`src/rtl/alu_issue.sv`:
```
// Single-issue sequencer driving the ALU. It accepts an instruction, reads the register file,
// executes, then writes back or resolves a branch. Four cycles per instruction.
module alu_issue #(
  parameter int PC_W            = 16,
  parameter bit HALT_ON_ILLEGAL = 1'b0
) (
  input  logic            clk,
  input  logic            reset,
  input  logic            inst_valid,
  output logic            inst_ready,
  input  logic [31:0]     inst,
  input  logic [PC_W-1:0] inst_pc,
  output logic [2:0]      rf_raddr0,
  output logic [2:0]      rf_raddr1,
  input  logic [31:0]     rf_rdata0,
  input  logic [31:0]     rf_rdata1,
  output logic [4:0]      alu_opcode,
  output logic [31:0]     alu0,
  output logic [31:0]     alu1,
  input  logic [31:0]     aluout,
  output logic            rf_we,
  output logic [2:0]      rf_waddr,
  output logic [31:0]     rf_wdata,
  output logic            br_taken,
  output logic [PC_W-1:0] br_target,
  output logic            illegal,
  output logic            halt
);

  typedef enum logic [1:0] {IDLE, READ, EXEC, WB} state_t;

  localparam logic [4:0] OP_LHI = 5'd7;
  localparam logic [4:0] OP_JLT = 5'd16;
  localparam logic [4:0] OP_JLE = 5'd17;
  localparam logic [4:0] OP_JEQ = 5'd18;
  localparam logic [4:0] OP_JNE = 5'd19;
  localparam logic [4:0] OP_JIN = 5'd20;
  localparam logic [4:0] OP_HLT = 5'd24;

  state_t            state_q, state_d;
  logic [29:0]       inst_q, inst_d;
  logic [PC_W-1:0]   pc_q, pc_d;
  logic [4:0]        opc_q, opc_d;
  logic [31:0]       alu0_q, alu0_d, alu1_q, alu1_d;
  logic              rf_we_q, rf_we_d;
  logic [2:0]        rf_waddr_q, rf_waddr_d;
  logic [31:0]       rf_wdata_q, rf_wdata_d;
  logic              br_taken_q, br_taken_d;
  logic [PC_W-1:0]   br_target_q, br_target_d;
  logic              illegal_q, illegal_d;
  logic              halt_q, halt_d;

  logic [29:0]       cur;
  logic [4:0]        f_opc;
  logic [2:0]        f_dst, f_src0, f_src1;
  logic [15:0]       f_imm;
  logic [31:0]       imm_zx;
  logic              unused_inst_bits;

  assign unused_inst_bits = ^inst[31:30];

  // Register addresses come straight off the input while idle so the synchronous read
  // returns data in READ; afterwards they follow the latched instruction.
  assign cur    = (state_q == IDLE) ? inst[29:0] : inst_q;
  assign f_opc  = cur[29:25];
  assign f_dst  = cur[24:22];
  assign f_src0 = cur[21:19];
  assign f_src1 = cur[18:16];
  assign f_imm  = cur[15:0];
  assign imm_zx = {16'h0000, f_imm};

  assign inst_ready = (state_q == IDLE) && !halt_q;
  assign rf_raddr0  = (f_opc == OP_LHI) ? f_dst : f_src0;
  assign rf_raddr1  = f_src1;

  function automatic logic [31:0] operand(input logic [2:0] sel, input logic [31:0] rdata,
                                          input logic [15:0] imm);
    if (sel == 3'd0)      return 32'h0;
    else if (sel == 3'd1) return {{16{imm[15]}}, imm};
    else                  return rdata;
  endfunction

  always_comb begin
    state_d     = state_q;
    inst_d      = inst_q;
    pc_d        = pc_q;
    opc_d       = opc_q;
    alu0_d      = alu0_q;
    alu1_d      = alu1_q;
    rf_we_d     = 1'b0;
    rf_waddr_d  = rf_waddr_q;
    rf_wdata_d  = rf_wdata_q;
    br_taken_d  = 1'b0;
    br_target_d = br_target_q;
    illegal_d   = 1'b0;
    halt_d      = halt_q;
    case (state_q)
      IDLE: begin
        if (inst_valid && inst_ready) begin
          inst_d  = inst[29:0];
          pc_d    = inst_pc;
          state_d = READ;
        end
      end
      READ: begin
        opc_d = f_opc;
        if (f_opc == OP_LHI) begin
          alu0_d = operand(f_dst, rf_rdata0, f_imm);
          alu1_d = imm_zx;
        end else begin
          alu0_d = operand(f_src0, rf_rdata0, f_imm);
          alu1_d = operand(f_src1, rf_rdata1, f_imm);
        end
        state_d = EXEC;
      end
      EXEC: begin
        // The WB strobes are registered here, so the write-data register doubles as
        // the captured ALU result.
        if (f_opc[4:3] == 2'b00) begin
          rf_we_d    = (f_dst > 3'd1);
          rf_waddr_d = f_dst;
          rf_wdata_d = aluout;
        end else if (f_opc inside {OP_JLT, OP_JLE, OP_JEQ, OP_JNE, OP_JIN}) begin
          if (f_opc == OP_JIN || aluout == 32'd1) begin
            br_taken_d  = 1'b1;
            br_target_d = (f_opc == OP_JIN) ? alu0_q[PC_W-1:0] : imm_zx[PC_W-1:0];
            rf_we_d     = 1'b1;
            rf_waddr_d  = 3'd7;
            rf_wdata_d  = 32'(pc_q);
          end
        end else if (f_opc == OP_HLT) begin
          halt_d = 1'b1;
        end else begin
          illegal_d = 1'b1;
          if (HALT_ON_ILLEGAL) halt_d = 1'b1;
        end
        state_d = WB;
      end
      WB:      state_d = IDLE;
      default: state_d = IDLE;
    endcase
  end

  always_ff @(posedge clk or negedge reset) begin
    if (!reset) begin
      state_q     <= IDLE;
      inst_q      <= '0;
      pc_q        <= '0;
      opc_q       <= '0;
      alu0_q      <= '0;
      alu1_q      <= '0;
      rf_we_q     <= 1'b0;
      rf_waddr_q  <= '0;
      rf_wdata_q  <= '0;
      br_taken_q  <= 1'b0;
      br_target_q <= '0;
      illegal_q   <= 1'b0;
      halt_q      <= 1'b0;
    end else begin
      state_q     <= state_d;
      inst_q      <= inst_d;
      pc_q        <= pc_d;
      opc_q       <= opc_d;
      alu0_q      <= alu0_d;
      alu1_q      <= alu1_d;
      rf_we_q     <= rf_we_d;
      rf_waddr_q  <= rf_waddr_d;
      rf_wdata_q  <= rf_wdata_d;
      br_taken_q  <= br_taken_d;
      br_target_q <= br_target_d;
      illegal_q   <= illegal_d;
      halt_q      <= halt_d;
    end
  end

  assign alu_opcode = opc_q;
  assign alu0       = alu0_q;
  assign alu1       = alu1_q;
  assign rf_we      = rf_we_q;
  assign rf_waddr   = rf_waddr_q;
  assign rf_wdata   = rf_wdata_q;
  assign br_taken   = br_taken_q;
  assign br_target  = br_target_q;
  assign illegal    = illegal_q;
  assign halt       = halt_q;

endmodule

```
`config.mk`:
```
export PLATFORM = sky130hd
export DESIGN_NAME = alu_issue
export DESIGN_NICKNAME = d
export VERILOG_FILES = /design/src/rtl/alu_issue.sv
export SDC_FILE = /design/constraint.sdc
export NUM_CORES = 1
export LEC_CHECK = 0
export CORE_MARGIN = 2
export CORE_UTILIZATION = 45
export CTS_CLUSTER_DIAMETER = 40
export DETAILED_ROUTE_END_ITERATION = 10
export DONT_BUFFER_PORTS = 1
export REMOVE_ABC_BUFFERS = 1
export SYNTH_ARGS = -nofsm -noshare
export SYNTH_HDL_FRONTEND = slang
export SYNTH_SLANG_ARGS = --single-unit
```
`constraint.sdc`:
```
create_clock -name clk -period 3.1 [get_ports clk]
set_input_delay 0.31 -clock clk [delete_from_list [all_inputs] [get_ports clk]]
set_output_delay 0.31 -clock clk [all_outputs]
set_load 0.02 [all_outputs]
```
==> metrics.md <==
| Metric | Value |
|---|---|
| Initial Util | a little under half |
| Final net count | between 800 and 900 |
| Yosys cell types | 62 |
| RSZ-0062 raised after global routing | false |
| Clock Path Buffers | 2 |
| First-pass GRT wire length | about 36 mm |
| HPWL after detailed placement | between 15 and 20 mm |
| GPL Wtd Cong | 0.832 |
| Yosys top cell area share | 51.2% |
| Multi-input logic area | around 0.0038 mm2 |
| Max-slew violation count | 0 |
| Die X | approximately 140 um |
| Placed Area | between 0.008 and 0.009 mm2 |
| Clk Latency, worst-skew pair | between 400 and 500 ps |
| Worst vdd ir | roughly 0.4 mV |
| Clk network pwr share | a little under half |
| Final Setup Violations | 0 |
| WP data arrival | ~2600 ps |
| Synth warnings | 0 |
| Min Hold Slack | -423 ps |
| Post-synth ARST share | 100% |
| Area delta synth->final | 10.9% |
| Diode count | 0 |
| Minimum clock period | just under 3000 ps |
| Die area | between 0.015 and 0.02 mm2 |
| Slew @ Worst Pin | between 1000 and 1500 ps |
| Final instance area | just over 0.009 mm2 |
| Slowest cell on crit path | mux2_2 |
| Worst min-delay path category | in -> async |
| Detailed Routing Iterations Pass 1 | 5 |
| Most frequent cells after synthesis | dfrtp_1, nor2_1, mux2_2, mux2i_1, nand2_1 |
| Final Hold Fails | 172 |
| Final WL | between 20 and 25 mm |
| Pleak | 4.37 nW |
| Sw Pwr | roughly 0.0012 W |
| FF+latch area | 0.00430 mm2 |
| CTS tree | built |
| Post-DRT Antenna Nets | 0 |
| Cell count after placement | ~930 |
| GRT Overall Usage | between 20% and 30% |
| Clock Tree Root | clkbuf_16 |
| Die Height | about 140 um |
| Peak fanout along the critical path | 26 |
| Cell taking the most area after synthesis | dfrtp_1 |
| # DRC | 0 |
| Worst EP required | 2790 ps |
| CTS sink cnt | about 170 |
| IO Count | about 280 |
| Synth Flop Type | dfrtp_1 |
| Drt wl/cell | 24.0 um |
| Outcome | finished, violations left |
| Mapped Area | between 0.008 and 0.009 mm2 |
| R2r endpoint | alu1[14] |
| Max-slew headroom | between 30% and 40% |
| Crit path capture type | output port |
| R2r setup slk | 270 ps |
| Setup CP Type | reg -> out |
| Comb pwr share | approximately 4.8% |
| Crit-path max cell delay | about 560 ps |
| Period utilization | about 95% |
| Core Footprint | ~0.018 mm2 |
| Synth area leaders | dfrtp_1, mux2_2, mux2i_1, nor2_1, o2bb2ai_1 |
| Initial DRC Count | between 200 and 300 |
| Startpoint Class | flop |
| Net Sw Frac | 25.1% |
| R2r worst-path depth | 7 |
| Int Pwr | 0.00355 W |
| Grt total ovfl | 0 |
| Final TNS setup | 0 ps |
| Vias in the first global route | 6,146 |
| H-tree lvl count | 4 |
| Final Non-Filler Cells | approximately 1,000 |
| Failing checks | hold timing |
| Cells after Synth | between 700 and 800 |
| Setup bufs post-CTS | 0 |
| Total number of vias | around 6,000 |
| Number of max-cap violations | 0 |
| P per Cell Area | between 500 and 600 mW/mm2 |
| Worst r2r src | state_q[0] |
| Crit-path cells | inv_1 > ha_2 > buf_6 > mux2_2 > nand2_1 > o21ai_0 |
| Number of synthesized register bits | 172 |
| Top-count cell post-synth | dfrtp_1 |
| Input/output buffers | 0 |
| Number of fill cells | ~1,600 |
| Largest net degree at the start of global routing | 173 |
| Sequential share of the synthesized area | about half |
| Post-synth EDFFs | 0 |
| Sequential power share | around 50% |
| TritonCTS Buffers | 17 |
| Initial antenna violation count | 0 |
| Clock skew | around 12 ps |
| Syn avg cell area | between 10 and 15 um2 |
| Fin util | 51.4% |
| Cell Rows | 49 |
| Max frequency | roughly 340 MHz |
| Share of layout cells above drive strength 1 | a little under 20% |
| Reg clk slew, reported paths | approximately 70 ps |
| Vias per cell | approximately 6.1 |
==> registers in the layout, summed over array words and instances, names as in the netlist, 3 cells and up <==
signal	flops
alu0	32
alu1	32
alu_opcode	5
br_target	16
inst_q	30
pc_q	16
rf_waddr	3
rf_wdata	32
==> stage by stage <==
step	power (W)	worst slack, ps
2_1_floorplan	0.00251	-1210
4_1_cts	0.00478	26.3
3_3_place_gp	0.00255	378
3_5_place_dp	0.00256	271
5_1_grt	0.00492	7.84
6_report	0.00474	169
==> final cells by class <==
cell class	count	share of cell area, %
clock buffers	17	4.56
clock inverters	15	2.13
inverters	7	0.309
multi-input cells	498	40.4
flip-flops and latches	172	46.2
well taps	229	3.07
repair buffers	35	3.40
==> cell usage in the layout (no fill, tap or decap), drive strengths merged, types with 3 or more instances in the layout <==
cell type    synthesis  layout
a21oi               30      30
a221o               17      17
a22oi                4       4
buf                 36      20
clkbuf              16      17
clkinv               1       6
dfrtp              172     172
dlygate4sd3          0      15
ha                   3       3
inv                  6      14
mux2                66      66
mux2i               53      53
nand2               47      47
nand2b              32      32
nor2                77      77
nor3                 6       6
nor3b                5       5
nor4                 9       9
o21a                 4       4
o21ai               53      53
o221a               16      16
o2bb2ai             31      31
o32a                15      15
or2                  3       3
==> per-layer routing <==
| layer | vias up | share of wire (%) | GRT usage, % | wire (um) |
|---|---|---|---|---|
| li1 | 2686 | - | - | - |
| met1 | 2946 | 40 | 28.2 | 9420 |
| met2 | 245 | 49 | 39.9 | 11500 |
| met3 | 24 | 8.7 | 8.56 | 2030 |
| met4 | 0 | 1.7 | 6.00 | 395 |
| met5 | - | 0 | 0 | 0 |
==> cells by family after synthesis <==
family / Yosys count / share of synthesized area [%]
and+or+nand+nor: 192 / 11.6
AOI/OAI and AO/OA: 182 / 16.9
DFF: 172 / 51.2
muxes: 121 / 15.7
buffers and inverters: 59 / 4.11
adders and majority gates: 3 / 0.447
==> how the worst max path moves through the flow <==
stage,start,to,cells past startpoint
floorplan,state_q[0],br_target[15],8
global placement,state_q[0],alu1[14],7
detailed placement,state_q[0],alu0[29],9
CTS,state_q[0],rf_raddr0[0],6
global route,state_q[1],rf_raddr0[0],6
finish,state_q[0],rf_raddr0[0],6
==> timing repair <==
item	CTS	global route
endpoints found under the hold margin	180	179
resized for setup	0	1
setup endpoints to repair	0	1
hold buffers	8	7
==> power by group through the flow <==
stage | combinational (W) | sequential (W) | clock (W)
after floorplan | 0.000168 | 0.00235 | 0
after global placement | 0.000203 | 0.00235 | 0
after detailed placement | 0.000210 | 0.00235 | 0
after CTS | 0.000220 | 0.00231 | 0.00226
after global routing | 0.000248 | 0.00231 | 0.00237
final | 0.000226 | 0.00231 | 0.00221
==> critical path, delay by kind of cell (launching register included) <==
kind / cells / cell delay (ps)
simple gates: 1 / 120
buf+inv: 2 / 430
fa+ha+maj: 1 / 370
compound gates: 1 / 300
mux: 1 / 560
flops: 1 / 390
Power figures use the tool's default switching activity.
